File: config.mk
export PLATFORM = sky130hd
export DESIGN_NAME = axi_lite_slave_regs_flat
export DESIGN_NICKNAME = d
export VERILOG_FILES = /design/src/rtl/axi_lite_slave_regs_if.sv /design/src/rtl/axi_lite_slave_regs.sv /design/src/flat_wrapper.sv
export SDC_FILE = /design/constraint.sdc
export NUM_CORES = 1
export LEC_CHECK = 0
export CAP_MARGIN = 25
export CORE_MARGIN = 4
export CORE_UTILIZATION = 54
export DETAILED_ROUTE_END_ITERATION = 8
export GPL_TIMING_DRIVEN = 1
export MAX_ROUTING_LAYER = met4
export PLACE_DENSITY = 0.8
export SLEW_MARGIN = 30
export SYNTH_ARGS = -nofsm -noshare
export SYNTH_HDL_FRONTEND = slang
export SYNTH_SLANG_ARGS = --single-unit
File: constraint.sdc
create_clock -name S_AXI_ACLK -period 2.3 [get_ports S_AXI_ACLK]
set_input_delay 0.23 -clock S_AXI_ACLK [delete_from_list [all_inputs] [get_ports S_AXI_ACLK]]
set_output_delay 0.23 -clock S_AXI_ACLK [all_outputs]
set_load 0.03 [all_outputs]
File: src/rtl/axi_lite_slave_regs_if.sv
// ---------------------------------------------------------------------------
// axi_lite_slave_regs_if
// Purpose : AXI4-Lite bus bundle for the register slave. Clock and reset are
//           not part of the bundle; they stay plain ports on the modules.
// Ports   : write address (AWADDR/AWVALID/AWREADY), write data
//           (WDATA/WSTRB/WVALID/WREADY), write response (BRESP/BVALID/BREADY),
//           read address (ARADDR/ARVALID/ARREADY), read data
//           (RDATA/RRESP/RVALID/RREADY).
// Modports: master drives VALIDs/addresses/data and the response READYs;
//           slave drives the address/data READYs and the responses.
// ---------------------------------------------------------------------------
interface axi_lite_slave_regs_if #(
  parameter int C_S_AXI_DATA_WIDTH = 32,
  parameter int C_S_AXI_ADDR_WIDTH = 32
);
  logic [C_S_AXI_ADDR_WIDTH-1:0]   S_AXI_AWADDR;
  logic                            S_AXI_AWVALID;
  logic                            S_AXI_AWREADY;
  logic [C_S_AXI_DATA_WIDTH-1:0]   S_AXI_WDATA;
  logic [C_S_AXI_DATA_WIDTH/8-1:0] S_AXI_WSTRB;
  logic                            S_AXI_WVALID;
  logic                            S_AXI_WREADY;
  logic [1:0]                      S_AXI_BRESP;
  logic                            S_AXI_BVALID;
  logic                            S_AXI_BREADY;
  logic [C_S_AXI_ADDR_WIDTH-1:0]   S_AXI_ARADDR;
  logic                            S_AXI_ARVALID;
  logic                            S_AXI_ARREADY;
  logic [C_S_AXI_DATA_WIDTH-1:0]   S_AXI_RDATA;
  logic [1:0]                      S_AXI_RRESP;
  logic                            S_AXI_RVALID;
  logic                            S_AXI_RREADY;

  modport master (
    output S_AXI_AWADDR, S_AXI_AWVALID, S_AXI_WDATA, S_AXI_WSTRB, S_AXI_WVALID,
           S_AXI_BREADY, S_AXI_ARADDR, S_AXI_ARVALID, S_AXI_RREADY,
    input  S_AXI_AWREADY, S_AXI_WREADY, S_AXI_BRESP, S_AXI_BVALID,
           S_AXI_ARREADY, S_AXI_RDATA, S_AXI_RRESP, S_AXI_RVALID
  );

  modport slave (
    input  S_AXI_AWADDR, S_AXI_AWVALID, S_AXI_WDATA, S_AXI_WSTRB, S_AXI_WVALID,
           S_AXI_BREADY, S_AXI_ARADDR, S_AXI_ARVALID, S_AXI_RREADY,
    output S_AXI_AWREADY, S_AXI_WREADY, S_AXI_BRESP, S_AXI_BVALID,
           S_AXI_ARREADY, S_AXI_RDATA, S_AXI_RRESP, S_AXI_RVALID
  );
endinterface

File: src/rtl/axi_lite_slave_regs.sv
// ---------------------------------------------------------------------------
// axi_lite_slave_regs
// Purpose : AXI4-Lite slave with a small register file.
//             reg 0 : read-only ID 32'hA11E_0001
//             reg 1 : read-only count of OKAY writes (wraps)
//             reg 2..C_NUM_REGS-1 : read/write; reg 2 also drives ctrl_out
//           Out-of-map accesses and writes to reg 0/1 answer SLVERR.
// Ports   : S_AXI_ACLK    - clock, rising edge
//           S_AXI_ARESETN - synchronous active-low reset
//           s_axi         - AXI4-Lite bus (slave modport)
//           ctrl_out      - live copy of register 2
// Options : define AXI_LITE_SLAVE_REGS_WSTRB_EN to honour WSTRB byte lanes;
//           otherwise every write replaces the full word.
// Notes   : AWREADY/WREADY are registered, so a write handshakes one cycle
//           after both VALIDs are seen; with BREADY high this gives one write
//           every three cycles. Read and write paths are fully independent.
// ---------------------------------------------------------------------------
module axi_lite_slave_regs #(
  parameter int C_S_AXI_DATA_WIDTH = 32,
  parameter int C_S_AXI_ADDR_WIDTH = 32,
  parameter logic [C_S_AXI_ADDR_WIDTH-1:0] C_BASEADDR = 32'h0000_0000,
  parameter logic [C_S_AXI_ADDR_WIDTH-1:0] C_HIGHADDR = 32'h0000_001F,
  parameter int C_NUM_REGS = 8
) (
  input  logic                          S_AXI_ACLK,
  input  logic                          S_AXI_ARESETN,
  axi_lite_slave_regs_if.slave          s_axi,
  output logic [C_S_AXI_DATA_WIDTH-1:0] ctrl_out
);

  localparam int AW = C_S_AXI_ADDR_WIDTH;
  localparam int DW = C_S_AXI_DATA_WIDTH;
  localparam int SW = DW / 8;
  localparam logic [DW-1:0] ID_VALUE    = 32'hA11E_0001;
  localparam logic [1:0]    RESP_OKAY   = 2'b00;
  localparam logic [1:0]    RESP_SLVERR = 2'b10;

  typedef enum logic [0:0] {W_IDLE = 1'b0, W_RESP = 1'b1} w_state_e;
  typedef enum logic [0:0] {R_IDLE = 1'b0, R_DATA = 1'b1} r_state_e;

  // Word index of a byte address relative to the base of the map.
  function automatic logic [AW-1:0] word_index(input logic [AW-1:0] addr);
    word_index = (addr - C_BASEADDR) >> 2'd2;
  endfunction

  // Address inside [C_BASEADDR, C_HIGHADDR] and backed by a register. The
  // offset form wraps addresses below the base to huge values, so one
  // unsigned compare covers both bounds.
  function automatic logic addr_in_map(input logic [AW-1:0] addr);
    addr_in_map = ((addr - C_BASEADDR) <= (C_HIGHADDR - C_BASEADDR)) &&
                  (word_index(addr) < AW'(C_NUM_REGS));
  endfunction

`ifdef AXI_LITE_SLAVE_REGS_WSTRB_EN
  // Expand byte strobes into a bit mask.
  function automatic logic [DW-1:0] strb_to_mask(input logic [SW-1:0] strb);
    strb_to_mask = {DW{1'b0}};
    for (int b = 0; b < SW; b++) begin
      strb_to_mask[b*8 +: 8] = {8{strb[b]}};
    end
  endfunction
`endif

  w_state_e      w_state_q, w_state_d;
  r_state_e      r_state_q, r_state_d;
  logic          awready_q, awready_d;
  logic          bvalid_q,  bvalid_d;
  logic [1:0]    bresp_q,   bresp_d;
  logic          arready_q, arready_d;
  logic          rvalid_q,  rvalid_d;
  logic [1:0]    rresp_q,   rresp_d;
  logic [DW-1:0] rdata_q,   rdata_d;
  logic [DW-1:0] wr_count_q, wr_count_d;
  logic [DW-1:0] regs_q [2:C_NUM_REGS-1];
  logic [DW-1:0] regs_d [2:C_NUM_REGS-1];

  logic [AW-1:0] aw_word_s;
  logic [AW-1:0] ar_word_s;
  logic          aw_ok_s;
  logic          ar_ok_s;
  logic          w_hs_s;
  logic          w_commit_s;
  logic [DW-1:0] wr_mask_s;
  logic [DW-1:0] rd_word_s;

  assign aw_word_s = word_index(s_axi.S_AXI_AWADDR);
  assign ar_word_s = word_index(s_axi.S_AXI_ARADDR);
  // Writes are only legal to the read/write part of the map.
  assign aw_ok_s   = addr_in_map(s_axi.S_AXI_AWADDR) && (aw_word_s >= AW'(2));
  assign ar_ok_s   = addr_in_map(s_axi.S_AXI_ARADDR);
  // READY is only ever high in W_IDLE, so this is the single commit edge.
  assign w_hs_s     = awready_q && s_axi.S_AXI_AWVALID && s_axi.S_AXI_WVALID;
  assign w_commit_s = w_hs_s && aw_ok_s;

`ifdef AXI_LITE_SLAVE_REGS_WSTRB_EN
  assign wr_mask_s = strb_to_mask(s_axi.S_AXI_WSTRB);
`else
  assign wr_mask_s = {DW{1'b1}};
  logic unused_wstrb_s;
  assign unused_wstrb_s = ^s_axi.S_AXI_WSTRB;
`endif

  // Write FSM: hold READY off until both channels are valid, then respond.
  always_comb begin
    w_state_d = w_state_q;
    awready_d = 1'b0;
    bvalid_d  = bvalid_q;
    bresp_d   = bresp_q;
    case (w_state_q)
      W_IDLE: begin
        if (w_hs_s) begin
          w_state_d = W_RESP;
          bvalid_d  = 1'b1;
          bresp_d   = aw_ok_s ? RESP_OKAY : RESP_SLVERR;
        end else if (s_axi.S_AXI_AWVALID && s_axi.S_AXI_WVALID) begin
          awready_d = 1'b1;
        end else begin
          awready_d = 1'b0;
        end
      end
      W_RESP: begin
        if (s_axi.S_AXI_BREADY) begin
          w_state_d = W_IDLE;
          bvalid_d  = 1'b0;
        end else begin
          bvalid_d  = 1'b1;
        end
      end
      default: begin
        w_state_d = W_IDLE;
        bvalid_d  = 1'b0;
      end
    endcase
  end

  // Register file update and OKAY-write counter.
  always_comb begin
    wr_count_d = w_commit_s ? (wr_count_q + DW'(1'b1)) : wr_count_q;
    for (int i = 2; i < C_NUM_REGS; i++) begin
      regs_d[i] = (w_commit_s && (aw_word_s == AW'(i))) ?
                  ((regs_q[i] & ~wr_mask_s) | (s_axi.S_AXI_WDATA & wr_mask_s)) :
                  regs_q[i];
    end
  end

  // Read data mux: exactly one term matches a valid index.
  always_comb begin
    rd_word_s = (ar_word_s == AW'(0)) ? ID_VALUE :
                (ar_word_s == AW'(1)) ? wr_count_q : {DW{1'b0}};
    for (int i = 2; i < C_NUM_REGS; i++) begin
      rd_word_s = rd_word_s | ((ar_word_s == AW'(i)) ? regs_q[i] : {DW{1'b0}});
    end
  end

  // Read FSM: capture data on the AR handshake, hold it until RREADY.
  always_comb begin
    r_state_d = r_state_q;
    arready_d = arready_q;
    rvalid_d  = rvalid_q;
    rresp_d   = rresp_q;
    rdata_d   = rdata_q;
    case (r_state_q)
      R_IDLE: begin
        if (s_axi.S_AXI_ARVALID && arready_q) begin
          r_state_d = R_DATA;
          arready_d = 1'b0;
          rvalid_d  = 1'b1;
          rresp_d   = ar_ok_s ? RESP_OKAY : RESP_SLVERR;
          rdata_d   = ar_ok_s ? rd_word_s : {DW{1'b0}};
        end else begin
          // Also raises ARREADY on the first edge after reset release.
          arready_d = 1'b1;
        end
      end
      R_DATA: begin
        if (s_axi.S_AXI_RREADY) begin
          r_state_d = R_IDLE;
          rvalid_d  = 1'b0;
          arready_d = 1'b1;
        end else begin
          arready_d = 1'b0;
        end
      end
      default: begin
        r_state_d = R_IDLE;
        rvalid_d  = 1'b0;
        arready_d = 1'b0;
      end
    endcase
  end

  // State and output registers with synchronous active-low reset.
  always_ff @(posedge S_AXI_ACLK) begin
    if (!S_AXI_ARESETN) begin
      w_state_q  <= W_IDLE;
      r_state_q  <= R_IDLE;
      awready_q  <= 1'b0;
      bvalid_q   <= 1'b0;
      bresp_q    <= 2'b00;
      arready_q  <= 1'b0;
      rvalid_q   <= 1'b0;
      rresp_q    <= 2'b00;
      rdata_q    <= {DW{1'b0}};
      wr_count_q <= {DW{1'b0}};
      for (int i = 2; i < C_NUM_REGS; i++) begin
        regs_q[i] <= {DW{1'b0}};
      end
    end else begin
      w_state_q  <= w_state_d;
      r_state_q  <= r_state_d;
      awready_q  <= awready_d;
      bvalid_q   <= bvalid_d;
      bresp_q    <= bresp_d;
      arready_q  <= arready_d;
      rvalid_q   <= rvalid_d;
      rresp_q    <= rresp_d;
      rdata_q    <= rdata_d;
      wr_count_q <= wr_count_d;
      regs_q     <= regs_d;
    end
  end

  assign s_axi.S_AXI_AWREADY = awready_q;
  assign s_axi.S_AXI_WREADY  = awready_q;
  assign s_axi.S_AXI_BVALID  = bvalid_q;
  assign s_axi.S_AXI_BRESP   = bresp_q;
  assign s_axi.S_AXI_ARREADY = arready_q;
  assign s_axi.S_AXI_RVALID  = rvalid_q;
  assign s_axi.S_AXI_RRESP   = rresp_q;
  assign s_axi.S_AXI_RDATA   = rdata_q;
  assign ctrl_out            = regs_q[2];

endmodule

File: src/flat_wrapper.sv
// flat-port wrapper written by rule: the top's interface ports become plain ports
module axi_lite_slave_regs_flat 
#(
  parameter int C_S_AXI_DATA_WIDTH = 32,
  parameter int C_S_AXI_ADDR_WIDTH = 32,
  parameter logic [C_S_AXI_ADDR_WIDTH-1:0] C_BASEADDR = 32'h0000_0000,
  parameter logic [C_S_AXI_ADDR_WIDTH-1:0] C_HIGHADDR = 32'h0000_001F,
  parameter int C_NUM_REGS = 8
)
  (S_AXI_ACLK, S_AXI_ARESETN, ctrl_out, s_axi_S_AXI_AWADDR, s_axi_S_AXI_AWVALID, s_axi_S_AXI_WDATA, s_axi_S_AXI_WSTRB, s_axi_S_AXI_WVALID, s_axi_S_AXI_BREADY, s_axi_S_AXI_ARADDR, s_axi_S_AXI_ARVALID, s_axi_S_AXI_RREADY, s_axi_S_AXI_AWREADY, s_axi_S_AXI_WREADY, s_axi_S_AXI_BRESP, s_axi_S_AXI_BVALID, s_axi_S_AXI_ARREADY, s_axi_S_AXI_RDATA, s_axi_S_AXI_RRESP, s_axi_S_AXI_RVALID);
  axi_lite_slave_regs_if #(.C_S_AXI_DATA_WIDTH(C_S_AXI_DATA_WIDTH), .C_S_AXI_ADDR_WIDTH(C_S_AXI_ADDR_WIDTH)) s_axi_i ();
  input  logic S_AXI_ACLK;
  input  logic S_AXI_ARESETN;
  output logic [C_S_AXI_DATA_WIDTH-1:0] ctrl_out;
  input wire logic [$bits(s_axi_i.S_AXI_AWADDR)-1:0] s_axi_S_AXI_AWADDR;
  input wire logic [$bits(s_axi_i.S_AXI_AWVALID)-1:0] s_axi_S_AXI_AWVALID;
  input wire logic [$bits(s_axi_i.S_AXI_WDATA)-1:0] s_axi_S_AXI_WDATA;
  input wire logic [$bits(s_axi_i.S_AXI_WSTRB)-1:0] s_axi_S_AXI_WSTRB;
  input wire logic [$bits(s_axi_i.S_AXI_WVALID)-1:0] s_axi_S_AXI_WVALID;
  input wire logic [$bits(s_axi_i.S_AXI_BREADY)-1:0] s_axi_S_AXI_BREADY;
  input wire logic [$bits(s_axi_i.S_AXI_ARADDR)-1:0] s_axi_S_AXI_ARADDR;
  input wire logic [$bits(s_axi_i.S_AXI_ARVALID)-1:0] s_axi_S_AXI_ARVALID;
  input wire logic [$bits(s_axi_i.S_AXI_RREADY)-1:0] s_axi_S_AXI_RREADY;
  output wire logic [$bits(s_axi_i.S_AXI_AWREADY)-1:0] s_axi_S_AXI_AWREADY;
  output wire logic [$bits(s_axi_i.S_AXI_WREADY)-1:0] s_axi_S_AXI_WREADY;
  output wire logic [$bits(s_axi_i.S_AXI_BRESP)-1:0] s_axi_S_AXI_BRESP;
  output wire logic [$bits(s_axi_i.S_AXI_BVALID)-1:0] s_axi_S_AXI_BVALID;
  output wire logic [$bits(s_axi_i.S_AXI_ARREADY)-1:0] s_axi_S_AXI_ARREADY;
  output wire logic [$bits(s_axi_i.S_AXI_RDATA)-1:0] s_axi_S_AXI_RDATA;
  output wire logic [$bits(s_axi_i.S_AXI_RRESP)-1:0] s_axi_S_AXI_RRESP;
  output wire logic [$bits(s_axi_i.S_AXI_RVALID)-1:0] s_axi_S_AXI_RVALID;
  assign s_axi_i.S_AXI_AWADDR = s_axi_S_AXI_AWADDR;
  assign s_axi_i.S_AXI_AWVALID = s_axi_S_AXI_AWVALID;
  assign s_axi_i.S_AXI_WDATA = s_axi_S_AXI_WDATA;
  assign s_axi_i.S_AXI_WSTRB = s_axi_S_AXI_WSTRB;
  assign s_axi_i.S_AXI_WVALID = s_axi_S_AXI_WVALID;
  assign s_axi_i.S_AXI_BREADY = s_axi_S_AXI_BREADY;
  assign s_axi_i.S_AXI_ARADDR = s_axi_S_AXI_ARADDR;
  assign s_axi_i.S_AXI_ARVALID = s_axi_S_AXI_ARVALID;
  assign s_axi_i.S_AXI_RREADY = s_axi_S_AXI_RREADY;
  assign s_axi_S_AXI_AWREADY = s_axi_i.S_AXI_AWREADY;
  assign s_axi_S_AXI_WREADY = s_axi_i.S_AXI_WREADY;
  assign s_axi_S_AXI_BRESP = s_axi_i.S_AXI_BRESP;
  assign s_axi_S_AXI_BVALID = s_axi_i.S_AXI_BVALID;
  assign s_axi_S_AXI_ARREADY = s_axi_i.S_AXI_ARREADY;
  assign s_axi_S_AXI_RDATA = s_axi_i.S_AXI_RDATA;
  assign s_axi_S_AXI_RRESP = s_axi_i.S_AXI_RRESP;
  assign s_axi_S_AXI_RVALID = s_axi_i.S_AXI_RVALID;
  axi_lite_slave_regs #(.C_S_AXI_DATA_WIDTH(C_S_AXI_DATA_WIDTH), .C_S_AXI_ADDR_WIDTH(C_S_AXI_ADDR_WIDTH), .C_BASEADDR(C_BASEADDR), .C_HIGHADDR(C_HIGHADDR), .C_NUM_REGS(C_NUM_REGS)) u_core (.S_AXI_ACLK(S_AXI_ACLK), .S_AXI_ARESETN(S_AXI_ARESETN), .s_axi(s_axi_i), .ctrl_out(ctrl_out));
endmodule
==> metrics.txt <==
clk slew on worst S/H paths 0.06 ns; CP max FO 5; Die X 157 µm; Synth top area share 43.9%; slowest CP cell nor4_4; final core utilization between 60% and 70%; Starting Density 55.0%; Mean Syn Cell Area 8.47 µm²; CTS HTree Levels 1; Peak VDD IR around 0.52 mV; CTS Hold Bufs 0; WL/cell 18.5 µm; fillers 1743; share of synthesized registers carrying an async set or reset 0%; grt total ovfl 0; Fin. Hold Viols 0; vias in the first global route 10900; initial antenna violation count 0; fin crit period 2.05 ns; Placer Congestion roughly 0.91; post-layout power 9710 µW; num rows 54; CTS max path bufs 3; total length of routed met2 wires 15900 µm; Die H between 150 and 200 µm; CTS tree yes; wire length on met3 2890 µm; dpl cell area 14100 µm²; first-pass GRT wire length around 56000 µm; setup ws final approximately 0.25 ns; CP Launch Type flop; # DRC 0; PwrDens about 650 nW/µm²; proportion of layout cells with a drive suffix above 1 12.8%; Yosys cell types approximately 60; measured slew at the worst slew-check pin 0.801 ns; initial DRC count approximately 1000; period utilization around 90%; EDFF count, synth 0; cell family with most CP delay simple AND/OR/NAND/NOR gates; mapped cell area 12000 µm²; Core Box Area 21900 µm²; max_cap viols 0; top-count cell post-synth nand2_1; Clock Latency Late Sink 0.53 ns; Max Fclk between 0.4 and 0.5 GHz; status complete, no violations; routed vias 11000; gr usage total 28.1%; CTS Buf Count 28; sequential area share after synthesis 43.9%; detailed-route wire length about 34000 µm; met1 wire length 14600 µm; dominant synthesized flop cell dfxtp_1; max-slew violation count 0; most instantiated cells after synthesis 369 x nand2_1, 264 x dfxtp_1, 160 x a21oi_1; Clock Tree Root clkbuf_16; kind of critical path reg -> reg; cell type with the largest total area after synthesis dfxtp_1; antenna viol nets, final 0; slew margin rel. between 40% and 50%; Ys Warns 0; Hold WC Path Type in -> reg; Finished Cell Area 15000 µm²; Leak 0.00516 µW; clock skew 0.00942 ns; worst stage delay on the critical path ~0.49 ns; drt first pass iters 6; die footprint 24700 µm²; # nets final 1663; Setup Buffers After CTS 0; pre-CTS setup slack -0.0868 ns; CTS Sinks 264; worst path cell trace nand4_2 > nor4_4 > buf_4 > nand3_1 > or3_1 > a21oi_1; Final Setup Violations 0; worst path arrival time 2.51 ns; CP bufs+invs 1; ranking of synthesized cells by area dfxtp_1 44%, nand2_1 12%, a21oi_1 6.7%; num ports 180; PostCTS Resize Cnt 0; Top Metal Used met4; Cells after Synth about 1400; Yosys reg bits 264; synthesis-to-layout area growth 24.9%; via density per instance 5.94; pin count of the biggest net entering global routing 65; RSZ-0062 raised after global routing false; IO Port Bufs roughly 170; Ant. Diodes 0; DPL Wire Length around 24000 µm; WHS 0.0875 ns; CP required between 2 and 3 ns; crit path capture type flop
routing by layer:
metal,global-route usage [%],up-vias
met1,36.7,5250
met3,4.01,77
met2,45.2,493
li1,-,5198
met5,-,-
met4,9.55,0
cell usage in the layout (no fill, tap or decap), types with 12 or more instances in the layout:
cell type / instances
dfxtp_1: 264
mux4_2: 26
nor2_1: 50
buf_4: 61
buf_12: 16
a21oi_1: 160
or3_1: 12
mux2i_1: 43
and3_1: 13
o21ai_0: 74
mux2_2: 29
clkdlybuf4s50_1: 165
clkbuf_16: 29
a22oi_1: 45
nand2_1: 369
nand3_1: 52
worst register-to-register path: stages (launching register included):
cell	delay (ns)
dfxtp_1	0.47
nand4_2	0.24
nor4_4	0.50
buf_4	0.21
nand3_1	0.10
or3_1	0.32
a21oi_1	0.14
power by group:
group	switching [µW]	total, µW	internal [µW]
clock	1810	4520	2710
sequential	5.35	4580	4580
combinational	340	604	265
path summary, 6_finish.rpt:
check | from | end | slack (ns) | cells past startpoint
worst max-delay path | u_core.wr_count_q[10] | u_core.wr_count_q[31] | 0.25 | 6
worst min-delay path | S_AXI_ARESETN | u_core.wr_count_q[9] | 0.09 | 2
worst max register to register | u_core.wr_count_q[10] | u_core.wr_count_q[31] | 0.25 | 6
worst min register to register | u_core.regs_q[48] | u_core.regs_q[48] | 0.45 | 2
per-stage QoR:
step	setup TNS (ns)	std cells
after floorplan	0	1422
after global placement	-0.246	1805
after detailed placement	-3.86	1805
after CTS	0	1856
after global routing	0	1856
final	0	1856
cell type report:
cell class,instances,area [µm²],share of cell area [%]
inverter,9,38.8,0.258
clock inverter,5,57.6,0.383
timing repair buffer,245,2440,16.3
sequential,264,5290,35.2
multi-input combinational,1007,5970,39.7
clock buffer,46,880,5.85
tap,280,350,2.33
sequential cells by signal (all words and copies together) (netlist names):
signal and flops:
u_core.ctrl_out 32, u_core.r_state_q 1, u_core.regs_q 160, u_core.s_axi.S_AXI_ARREADY 1, u_core.s_axi.S_AXI_AWREADY 1, u_core.s_axi.S_AXI_BRESP 1, u_core.s_axi.S_AXI_BVALID 1, u_core.s_axi.S_AXI_RDATA 32
u_core.s_axi.S_AXI_RRESP 1, u_core.s_axi.S_AXI_RVALID 1, u_core.w_state_q 1, u_core.wr_count_q 32
cell families after synthesis:
logic type      count (synthesis)  synth area share, %
flops                         264                 43.9
compound gates                318                 15.0
fa+ha+maj                       1                0.104
simple gates                  582                 22.8
xor+xnor                        6                0.437
mux                            98                 11.2
other cells                     1               0.0312
buf+inv                       151                 6.50
No activity file was read; power rests on OpenSTA's default activity.
